## src/rtl/mult_pkg.sv

```systemverilog
// Shared types and defaults for the sequential multiplier.
// Holds the controller state encoding and the default operand width.
package mult_pkg;

  localparam int MULT_WIDTH_DEF = 8;

  typedef enum logic {
    ESPERA      = 1'b0,
    MULTIPLICAR = 1'b1
  } state_t;

endpackage

```

## src/rtl/mult_ctrl.sv

```systemverilog
// Sequencer for the shift-add multiplier: FSM, iteration counter,
// handshake outputs and the per-cycle iteration enable.
module mult_ctrl
  import mult_pkg::*;
#(
  parameter int WIDTH = MULT_WIDTH_DEF,
  parameter int CNT_W = $clog2(WIDTH)
) (
  input  logic clk_i,
  input  logic rst_ni,
  input  logic valid_i,
  output logic ready_o,
  output logic busy_o,
  output logic done_o,
  output logic load_o,
  output logic iter_o,
  output logic last_o
);

  localparam logic [CNT_W-1:0] CNT_LAST = CNT_W'(WIDTH - 1);
  localparam logic [CNT_W-1:0] CNT_ONE  = CNT_W'(1);

  state_t           state_q, state_d;
  logic [CNT_W-1:0] cnt_q, cnt_d;
  logic             done_q, done_d;

  always_ff @(posedge clk_i) begin
    if (!rst_ni) begin
      state_q <= ESPERA;
      cnt_q   <= '0;
      done_q  <= 1'b0;
    end else begin
      state_q <= state_d;
      cnt_q   <= cnt_d;
      done_q  <= done_d;
    end
  end

  always_comb begin
    state_d = state_q;
    cnt_d   = cnt_q;
    done_d  = 1'b0;
    ready_o = 1'b0;
    busy_o  = 1'b0;
    load_o  = 1'b0;
    iter_o  = 1'b0;
    last_o  = 1'b0;
    case (state_q)
      ESPERA: begin
        ready_o = 1'b1;
        if (valid_i) begin
          load_o  = 1'b1;
          cnt_d   = '0;
          state_d = MULTIPLICAR;
        end
      end
      MULTIPLICAR: begin
        busy_o = 1'b1;
        iter_o = 1'b1;
        if (cnt_q == CNT_LAST) begin
          last_o  = 1'b1;
          done_d  = 1'b1;
          cnt_d   = '0;
          state_d = ESPERA;
        end else begin
          cnt_d = cnt_q + CNT_ONE;
        end
      end
      default: begin
        cnt_d   = '0;
        state_d = ESPERA;
      end
    endcase
  end

  assign done_o = done_q;

endmodule

```

## src/rtl/mult_sec_param.sv

```systemverilog
// Iterative WIDTH x WIDTH multiplier, one partial product per cycle.
// Define MULT_SIGNED_EN for two's-complement operands (radix-2 Booth).
module mult_sec_param
  import mult_pkg::*;
#(
  parameter int WIDTH = MULT_WIDTH_DEF
) (
  input  logic               clk,
  input  logic               rst,
  input  logic               valid,
  input  logic [WIDTH-1:0]   a,
  input  logic [WIDTH-1:0]   b,
  output logic               ready,
  output logic               busy,
  output logic               done,
  output logic [2*WIDTH-1:0] producto
);

  localparam int CNT_W = $clog2(WIDTH);
  localparam int AW    = 2 * WIDTH + 1;

  logic               load, iter, last;
  logic [WIDTH-1:0]   a_q, a_d;
  logic [AW-1:0]      acc_q, acc_d, acc_step;
  logic [2*WIDTH-1:0] prod_q, prod_d;
  logic [WIDTH:0]     hi, m_ext, sum;

  mult_ctrl #(
    .WIDTH (WIDTH),
    .CNT_W (CNT_W)
  ) u_ctrl (
    .clk_i   (clk),
    .rst_ni  (rst),
    .valid_i (valid),
    .ready_o (ready),
    .busy_o  (busy),
    .done_o  (done),
    .load_o  (load),
    .iter_o  (iter),
    .last_o  (last)
  );

  // acc = {hi[WIDTH:0], multiplier bits still to consume}
  assign hi = acc_q[AW-1:WIDTH];

`ifdef MULT_SIGNED_EN
  logic qm1_q, qm1_d;

  always_comb begin
    m_ext = {a_q[WIDTH-1], a_q};
    case ({acc_q[0], qm1_q})
      2'b01:   sum = hi + m_ext;
      2'b10:   sum = hi - m_ext;
      default: sum = hi;
    endcase
    acc_step = {sum[WIDTH], sum, acc_q[WIDTH-1:1]};
    qm1_d    = qm1_q;
    if (load)      qm1_d = 1'b0;
    else if (iter) qm1_d = acc_q[0];
  end

  always_ff @(posedge clk) begin
    if (!rst) qm1_q <= 1'b0;
    else      qm1_q <= qm1_d;
  end
`else
  always_comb begin
    m_ext    = {1'b0, a_q};
    sum      = acc_q[0] ? hi + m_ext : hi;
    acc_step = {1'b0, sum, acc_q[WIDTH-1:1]};
  end
`endif

  always_comb begin
    a_d    = a_q;
    acc_d  = acc_q;
    prod_d = prod_q;
    if (load) begin
      a_d   = a;
      acc_d = {{(WIDTH+1){1'b0}}, b};
    end else if (iter) begin
      acc_d = acc_step;
      if (last) prod_d = acc_step[2*WIDTH-1:0];
    end
  end

  always_ff @(posedge clk) begin
    if (!rst) begin
      a_q    <= '0;
      acc_q  <= '0;
      prod_q <= '0;
    end else begin
      a_q    <= a_d;
      acc_q  <= acc_d;
      prod_q <= prod_d;
    end
  end

  assign producto = prod_q;

endmodule
```

## config.mk

```make
export PLATFORM = sky130hd
export DESIGN_NAME = mult_sec_param
export DESIGN_NICKNAME = d
export VERILOG_FILES = /design/src/rtl/mult_pkg.sv /design/src/rtl/mult_ctrl.sv /design/src/rtl/mult_sec_param.sv
export SDC_FILE = /design/constraint.sdc
export NUM_CORES = 1
export LEC_CHECK = 0
export ABC_AREA = 1
export CAP_MARGIN = 20
export CORE_ASPECT_RATIO = 1.4
export CORE_MARGIN = 3
export CORE_UTILIZATION = 30
export DETAILED_ROUTE_END_ITERATION = 7
export PLACE_DENSITY = 0.59
export SLEW_MARGIN = 0
export SYNTH_ARGS = -nofsm -noshare
export SYNTH_HDL_FRONTEND = slang
export SYNTH_SLANG_ARGS = --single-unit
export TNS_END_PERCENT = 5
```

## constraint.sdc

```tcl
create_clock -name clk -period 1.5 [get_ports clk]
set_input_delay 0.15 -clock clk [delete_from_list [all_inputs] [get_ports clk]]
set_output_delay 0.15 -clock clk [all_outputs]
set_load 0.03 [all_outputs]
```

==> results.yml <==
status:
  status: "finished, violations left"
  violations: "setup timing"
cts:
  clkLatencyLatePin_ps: 310
  cts_num_sinks: 45
  clk_path_buf_depth: 2
  hold_buffers: 0
  cts-htree-levels: 2
  cts_setup_buffers: 0
  cts_tree: "built"
  clkTransAtPathRegs_ps: 100
  cts_buffers: 5
  cts_root_buffer: "clkbuf_8"
synthesis:
  syn_area_per_cell_um2: 7.33
  ys_ff_latch: 45
  ys.flop_type: "dfxtp_1"
  netlist_area_mm2: 0.00213
  synth_cell_type_count: 29
  seq_area_frac_synth_pct: 42.4
  netlist_top_cells_area: "dfxtp_1 42%, nand2_1 15%, inv_1 6.5%"
  yosysWarnings: 0
  synth_nets: 320
  synth_top_area_share_pct: 42.4
  synth_cells: 290
  synth-async-reset-ratio_pct: 0
  synth_edf_count: 0
  yosys.area.top_type: "dfxtp_1"
floorplan:
  fp.dieW_um: 77.2
  die_area_mm2: 0.00815
  core_mm2: 0.00674
  ios: 38
  row_count: 35
  initial_core_util_pct: 31.5
  die_h_um: 106
route:
  ant_nets: 0
  drc: 0
  via_per_inst: 4.40
  drt-initial-drc-count: 97
  routed_wl_um: 5160
  vias: 1922
  first_pass_iters: 4
  avgRoutedWirePerCell_um: 11.8
place:
  dp_cells: 429
  io_buffers: 37
  place_hpwl_um: 3990
  gp_congestion: 0.792
sta:
  setup_violations: 7
  fin_ws_ps: -88.1
  clock-skew-final_ps: 10.8
  min_period_ps: 1590
  slew_violations: 0
  maxSlewHeadroom_pct: 63.2
  fmax_mhz: 630
  tightest_slew_ps: 552
  tns_ps: -370
  fin_crit_sh_pct: 106
  final_hold_viol_count: 0
  rsz0062_at_grt: "true"
setup_path:
  regToRegSetupSlack_ps: -90
  worstSetupStartpointType: "flop"
  cp_cell_sequence: "ha_4 -> inv_2 -> fa_2 -> inv_2 -> nand2_2 -> nand2_2 -> nand2_1 -> nand2_1 -> nand3_2 -> o21ai_2 -> a21o_1 -> inv_1"
  r2r-end: "acc_q[11]$_SDFFE_PP0P_"
  critPathKind: "flop to flop"
  critPathSlowestCell: "dfxtp_2"
  crit-reg2reg-launch: "a_q[0]$_SDFFE_PN0P_"
  worstSetupEndpointType: "flop"
  crit_required_ps: 1720
  path_max_fanout: 3
  critPathMaxStageDelay_ps: 360
  crit_start: "a_q[0]$_SDFFE_PN0P_"
  worst_r2r_path_depth: 12
  arrival_ps: 1810
  worstSetupEndpoint: "acc_q[11]$_SDFFE_PP0P_"
grt:
  grt_pass1_wl_um: 8720
  grt-ovfl-total: 0
  antenna_found_initial: 0
  grt_usage_pct: 13.4
  grt_max_degree: 22
  grt_pass1_vias: 1894
cells_and_area:
  final_common_cell: "nand2_1"
  area_delta_synth_final_pct: 39.7
  n_fill_cell: 696
  num_antenna_cells: 0
  most-common-layout-cells: "78 x nand2_1, 41 x dfxtp_1, 35 x inv_1, 21 x nor2_1, 21 x clkdlybuf4s50_1"
  fin_util_pct: 44.1
  drive_above_1_share_pct: 19.7
  final_nets: 374
  stdcell_count: 437
run:
  drv_cap: 0
min_path:
  hp-class: "primary input to flop"
pwr:
  cellPowerDensity_mw_per_mm2: 841
  peakVddDrop_uv: 585
  leakagePower_nw: 1.49
cells by family after synthesis:
group | Yosys count | synth area share [%]
XOR/XNOR | 1 | 0.412
adder cells (fa/ha/maj) | 11 | 6.82
multiplexers | 1 | 0.471
buffers and inverters | 49 | 9.35
flip-flops | 45 | 42.4
AO/OA/AOI/OAI | 44 | 11.8
AND/OR/NAND/NOR | 139 | 28.8
timing repair:
item	CTS	global route
pin swaps	3	4
setup endpoints to repair	23	23
gates cloned	0	0
resized for setup	17	34
worst min path at each step:
| stage | from | to | slack (ps) | cells after the start |
|---|---|---|---|---|
| after global routing | a[4] | a_q[4]$_SDFFE_PN0P_ | 420 | 3 |
| after floorplan | a[0] | a_q[0]$_SDFFE_PN0P_ | 280 | 2 |
| after detailed placement | producto[12]$_SDFFE_PN0P_ | producto[12]$_SDFFE_PN0P_ | 440 | 2 |
| final | a[4] | a_q[4]$_SDFFE_PN0P_ | 410 | 3 |
| after CTS | a[4] | a_q[4]$_SDFFE_PN0P_ | 410 | 3 |
| after global placement | producto[12]$_SDFFE_PN0P_ | producto[12]$_SDFFE_PN0P_ | 440 | 2 |
registers in the layout, summed over array words and instances (netlist names):
name	cells
u_ctrl.done_o	1
u_ctrl.cnt_q	3
a_q	8
acc_q	16
u_ctrl.state_q	1
producto	16
stage by stage:
step           hold slack [ps]  area [µm²]  setup WS [ps]  power (mW)
6_report                   413        2970          -88.1        2.50
4_1_cts                    410        2850           -137        2.49
2_1_floorplan              285        2130          -48.6        1.53
3_5_place_dp               444        2740           -156        1.70
5_1_grt                    419        2970           -199        2.64
3_3_place_gp               440        2740           -137        1.70
layout make-up:
| class | count | area, µm² | area share, % |
|---|---|---|---|
| clock buffers | 5 | 68.8 | 2.32 |
| clock inverters | 3 | 25.0 | 0.842 |
| inverters | 42 | 158 | 5.31 |
| multi-input cells | 196 | 1160 | 39.0 |
| flip-flops and latches | 45 | 906 | 30.5 |
| well taps | 92 | 115 | 3.87 |
| repair buffers | 54 | 541 | 18.2 |
synthesized netlist by cell type (all sizes together) (2+ instances only):
master	number
o21ai	23
nor2	26
o221ai	2
a22o	3
nand3	23
buf	6
dfxtp	45
inv	42
or2	3
o211ai	2
a21oi	10
ha	10
a31oi	2
nand2	85
per-layer routing:
metal | global-route usage (%) | share of wire (%) | vias up
li1 | - | - | 1028
met1 | 14.5 | 40 | 865
met2 | 25.2 | 56 | 22
met3 | 2.56 | 2.3 | 7
met4 | 5.34 | 1.7 | 0
met5 | 0 | 0 | -
power breakdown:
part	switching [mW]	internal, mW	total, mW
Combinational	0.217	0.208	0.425
Clock	0.447	0.337	0.784
Sequential	0.0483	1.24	1.29
Total	0.713	1.79	2.50
critical path, delay by kind of cell, from the launching register on:
kind	cells	cell delay [ps]
flip-flops	1	360
AND/OR/NAND/NOR	5	320
buffers and inverters	3	120
AO/OA/AOI/OAI	2	220
adder cells (fa/ha/maj)	2	480
No activity file was read; power rests on OpenSTA's default activity.
==> variant 1: new RTL, config.mk and constraints unchanged <==
`MULT_WIDTH_DEF`: 8 -> 4.
--- a/src/rtl/mult_pkg.sv
+++ b/src/rtl/mult_pkg.sv
@@ -3,5 +3,5 @@
 package mult_pkg;
 
-  localparam int MULT_WIDTH_DEF = 8;
+  localparam int MULT_WIDTH_DEF = 4;
 
   typedef enum logic {
Interface: changed (resized a, b and producto); port bits go from 38 to 22. The function was not compared with the original's and may differ.
==> variant 1 against the unedited design <==
Final cell count is 52% lower; cell area is 52% lower; wire length is 55% lower; non-clock buffer count is 27 lower; setup slack better by 0.10 ns; global-route usage is 2.2 points lower; clock skew is 0.0075 ns lower; synthesized area is 49% lower; combinational power is 53% lower; count of clock-buffer cells in the layout is 2 lower; total power is 50% lower; sequential cell count is 21 lower.
==> variant 1: results (changes against the unedited design) <==
vias per cell: 4.59 (+4.3%)
routed length per instance: 11.0 um (-7.0%)
DP Worst Slack: -0.0299 ns (+0.126 ns)
TritonCTS Buffers: 3 (-2)
largest net degree at the start of global routing: 13 (-41%)
Crit Path Max Fanout: 2 (-1)
Synth Area in XOR/XNOR: 0% (-0.41 points)
VDD IR max: 0.000462 V (-21%)
Leak: 0.634 nW (-57%)
clk slew on worst S/H paths: 0.08 ns (-0.02 ns)
post-synthesis sequential area ratio: 44.2% (+1.8 points)
first-pass GRT wire length: 4040 um (-54%)
IO buf count: 21 (-43%)
RD Place Congestion: 0.875 (+11%)
launch point of the worst hold path: producto[0]
total track usage: 11.3% (-2.2 points)
top cells by count, synth: nand2_1 (37), dfxtp_1 (24), inv_1 (17)
Critical R2R Launch: acc_q[4]
Critical Path AT: 1.63 ns (-0.18 ns)
share of post-route cells with drive strength above 1: 17.1% (-2.7 points)
vias in the first global route: 926 (-51%)
post-synthesis compound-gate area fraction: 14.8% (+3.0 points)
# nets final: 189 (-49%)
Fin Setup TNS: 0 ns (+0.370 ns)
First DRT Iteration DRCs: 21 (-78%)
ranking of synthesized cells by area: dfxtp_1 (44%), nand2_1 (13%), inv_1 (5.9%), ha_1 (5.8%), a21oi_1 (3.7%)
clk_skew: 0.00326 ns (-0.00750 ns)
Fill cells: 357 (-49%)
status: finished clean
CP max stage cell: fa_2
post-synth cell types: 20 (-31%)
adder-cell share of the synthesized area: 7.59% (+0.77 points)
H-Tree Depth: 1 (-1)
Worst-Skew Late Latency: 0.26 ns (-0.05 ns)
Post-Syn Nets: 159 (-50%)
crit-path max cell delay: 0.51 ns (+0.15 ns)
dpl hpwl: 1830 um (-54%)
mux share of post-synthesis cell area: 0% (-0.47 points)
[variant 1: power by group]
group          switching (mW)  leakage [nW]  internal [mW]
registers              0.0212         0.197          0.664
clock network           0.190        0.0216          0.179
logic                   0.112         0.416         0.0894
[variant 1: final timing paths]
path	end	cells after the start	slack, ns
min	producto[0]	2	0.46
max reg2reg	acc_q[4]	6	0.01
min reg2reg	producto[0]	2	0.46
max	acc_q[4]	6	0.01
[variant 1: kinds of logic (layout without fill, tap and decap cells)]
group,Yosys count,count (layout)
fa+ha+maj,6,6
compound gates,29,29
simple gates,58,58
flops,24,24
buf+inv,25,53
[variant 1: metal layers]
layer | vias to the layer above | routed length (um) | track usage [%]
li1 | 513 | - | -
met1 | 417 | 1030 | 13.6
met2 | 27 | 1120 | 19.1
met3 | 6 | 103 | 1.52
met4 | 0 | 52 | 5.57
met5 | - | 0 | 0
[variant 1: metrics by stage]
stage                     cells  hold WS [ns]  utilization (%)  instance area [um2]
after global routing        210         0.472             41.7                 1440
after global placement      206         0.439             39.6                 1360
after floorplan             142         0.313                -                 1090
final                       210         0.459             41.7                 1440
after detailed placement    206         0.449             39.6                 1360
after CTS                   209         0.461             40.9                 1410
[variant 1: what timing repair did]
action	4_1_cts	5_1_grt
setup endpoints to repair	3	6
resized for setup	3	8
pin swaps	0	3
setup buffers	0	1
[variant 1: area by class of cell]
| type | instances | area (um2) | area share [%] |
|---|---|---|---|
| clock buffer | 3 | 41.3 | 2.87 |
| sequential | 24 | 483 | 33.6 |
| tap | 40 | 50.0 | 3.48 |
| timing repair buffer | 27 | 253 | 17.6 |
| multi-input combinational | 93 | 523 | 36.4 |
| inverter | 23 | 86.3 | 6.01 |
[variant 1: tightest hold or removal path: stages, from the launching register on]
cell	delay (ns)
dfxtp_1	0.31
nand2_1	0.06
o21ai_1	0.05
==> variant 2: new RTL, same flow settings <==
Made on the original files. `a_q` and `prod_q` no longer have a reset.
--- a/src/rtl/mult_sec_param.sv
+++ b/src/rtl/mult_sec_param.sv
@@ -87,12 +87,13 @@
   always_ff @(posedge clk) begin
     if (!rst) begin
-      a_q    <= '0;
       acc_q  <= '0;
-      prod_q <= '0;
     end else begin
-      a_q    <= a_d;
       acc_q  <= acc_d;
-      prod_q <= prod_d;
     end
+  end
+
+  always_ff @(posedge clk) begin
+    a_q    <= a_d;
+    prod_q <= prod_d;
   end
 
Formal check against the unedited RTL: not equivalent (a bounded check fails within 10 cycles, from zero or initial values and one cycle with rst low; the reset may be asserted at any time).
==> variant 2 against the unedited design <==
The run still ends with setup timing left; fmax decreased by 5.1%; cell area decreased by 1.4%; sequential cell count unchanged; total power increased by 3.6%; setup slack got worse by 0.086 ns; synthesized area decreased by 1.8%; sequential power increased by 6%; wire length decreased by 11%.
==> variant 2: results (changes against the unedited design) <==
setup violators final: 12 (+5)
prevailing post-synth register cell: edfxtp_1
Crit Path Max Fanout: 2 (-1)
largest net degree at the start of global routing: 25 (+14%)
post-synth cell types: 27 (-6.9%)
number of synthesized flops with an enable pin: 24 (+24)
vias per cell: 4.38 (-0.35%)
RD Place Congestion: 0.823 (+3.9%)
final worst slack: -0.174 ns (-0.0856 ns)
Fill cells: 682 (-2.0%)
dpl hpwl: 3320 um (-17%)
Slew headroom: 78.0% (+15 points)
post-synthesis sequential area ratio: 54.6% (+12 points)
ranking of synthesized cells by area: edfxtp_1 (35%), dfxtp_1 (20%), nand2_1 (12%), ha_1 (6.0%), inv_1 (5.0%)
first-pass GRT wire length: 7430 um (-15%)
# nets final: 321 (-14%)
clk_skew: 0.0118 ns (+0.00103 ns)
Post-Syn Nets: 262 (-18%)
First DRT Iteration DRCs: 69 (-29%)
top cells by count, synth: nand2_1 (68), inv_1 (28), edfxtp_1 (24)
Leak: 1.31 nW (-12%)
status: finished with violations
failing checks: setup timing
routing usage on met1: 12.3% (-2.3 points)
Critical Path AT: 1.75 ns (-0.06 ns)
==> variant 2: report_power, final <==
group	total (mW)	internal [mW]	switching, mW	leakage (nW)
Clock	0.800	0.340	0.461	0.0452
Sequential	1.37	1.34	0.0309	0.398
Combinational	0.416	0.200	0.217	0.866
Total	2.59	1.88	0.708	1.31
==> variant 2: worst paths after layout <==
check            from            to  slack (ns)  cells past startpoint
max reg2reg    a_q[0]  producto[11]       -0.17                     10
min              a[2]        a_q[2]        0.39                      1
min reg2reg  acc_q[3]   producto[2]        0.45                      0
max            a_q[0]  producto[11]       -0.17                     10
==> variant 2: timing repair <==
action / 4_1_cts / 5_1_grt
pin swaps: 5 / 6
cloned: 0 / 0
gates resized for setup: 15 / 19
buffers inserted: 0 / 2
endpoints found under the hold margin: 0 / 0
endpoints found under the setup margin: 14 / 21
==> variant 2: cell type report <==
cell class / instances / share of cell area [%]
clock buffers: 5 / 2.35
clock inverters: 3 / 0.854
inverters: 37 / 4.82
multi-input cells: 145 / 30.4
flip-flops and latches: 45 / 39.0
well taps: 92 / 3.93
repair buffers: 57 / 18.7
==> variant 2: logic make-up after synthesis <==
group	Yosys count	synth area share, %
buffers and inverters	42	8.87
AND/OR/NAND/NOR	111	23.3
flip-flops	45	54.6
AO/OA/AOI/OAI	23	6.23
adder cells (fa/ha/maj)	11	6.95
==> variant 2: stage by stage <==
| stage | utilization, % | total power [mW] | cell area, um2 | worst slack [ns] | setup TNS, ns |
|---|---|---|---|---|---|
| floorplan | - | 1.62 | 2090 | -0.103 | -0.324 |
| global placement | 40.2 | 1.76 | 2680 | -0.199 | -1.21 |
| detailed placement | 40.2 | 1.76 | 2680 | -0.243 | -1.52 |
| CTS | 42.6 | 2.58 | 2830 | -0.186 | -1.10 |
| global route | 44.0 | 2.71 | 2930 | -0.242 | -2.02 |
| finish | 44.0 | 2.59 | 2930 | -0.174 | -1.03 |
==> variant 2: worst max-delay path, cell delays in order, from the launching register on <==
cell and delay [ns]:
edfxtp_1 0.39, ha_2 0.20, inv_2 0.05, fa_2 0.18, inv_2 0.04, nand2_2 0.06
nand2_2 0.07, and2_4 0.14, or2_1 0.21, nand3_2 0.07, nand2_1 0.05
==> variant 2: per-layer routing <==
metal  vias to the layer above  share of wire (%)
li1                        863                  -
met1                       774                 41
met2                        40                 54
met3                         6                3.7
met4                         0                1.9
met5                         -                  0
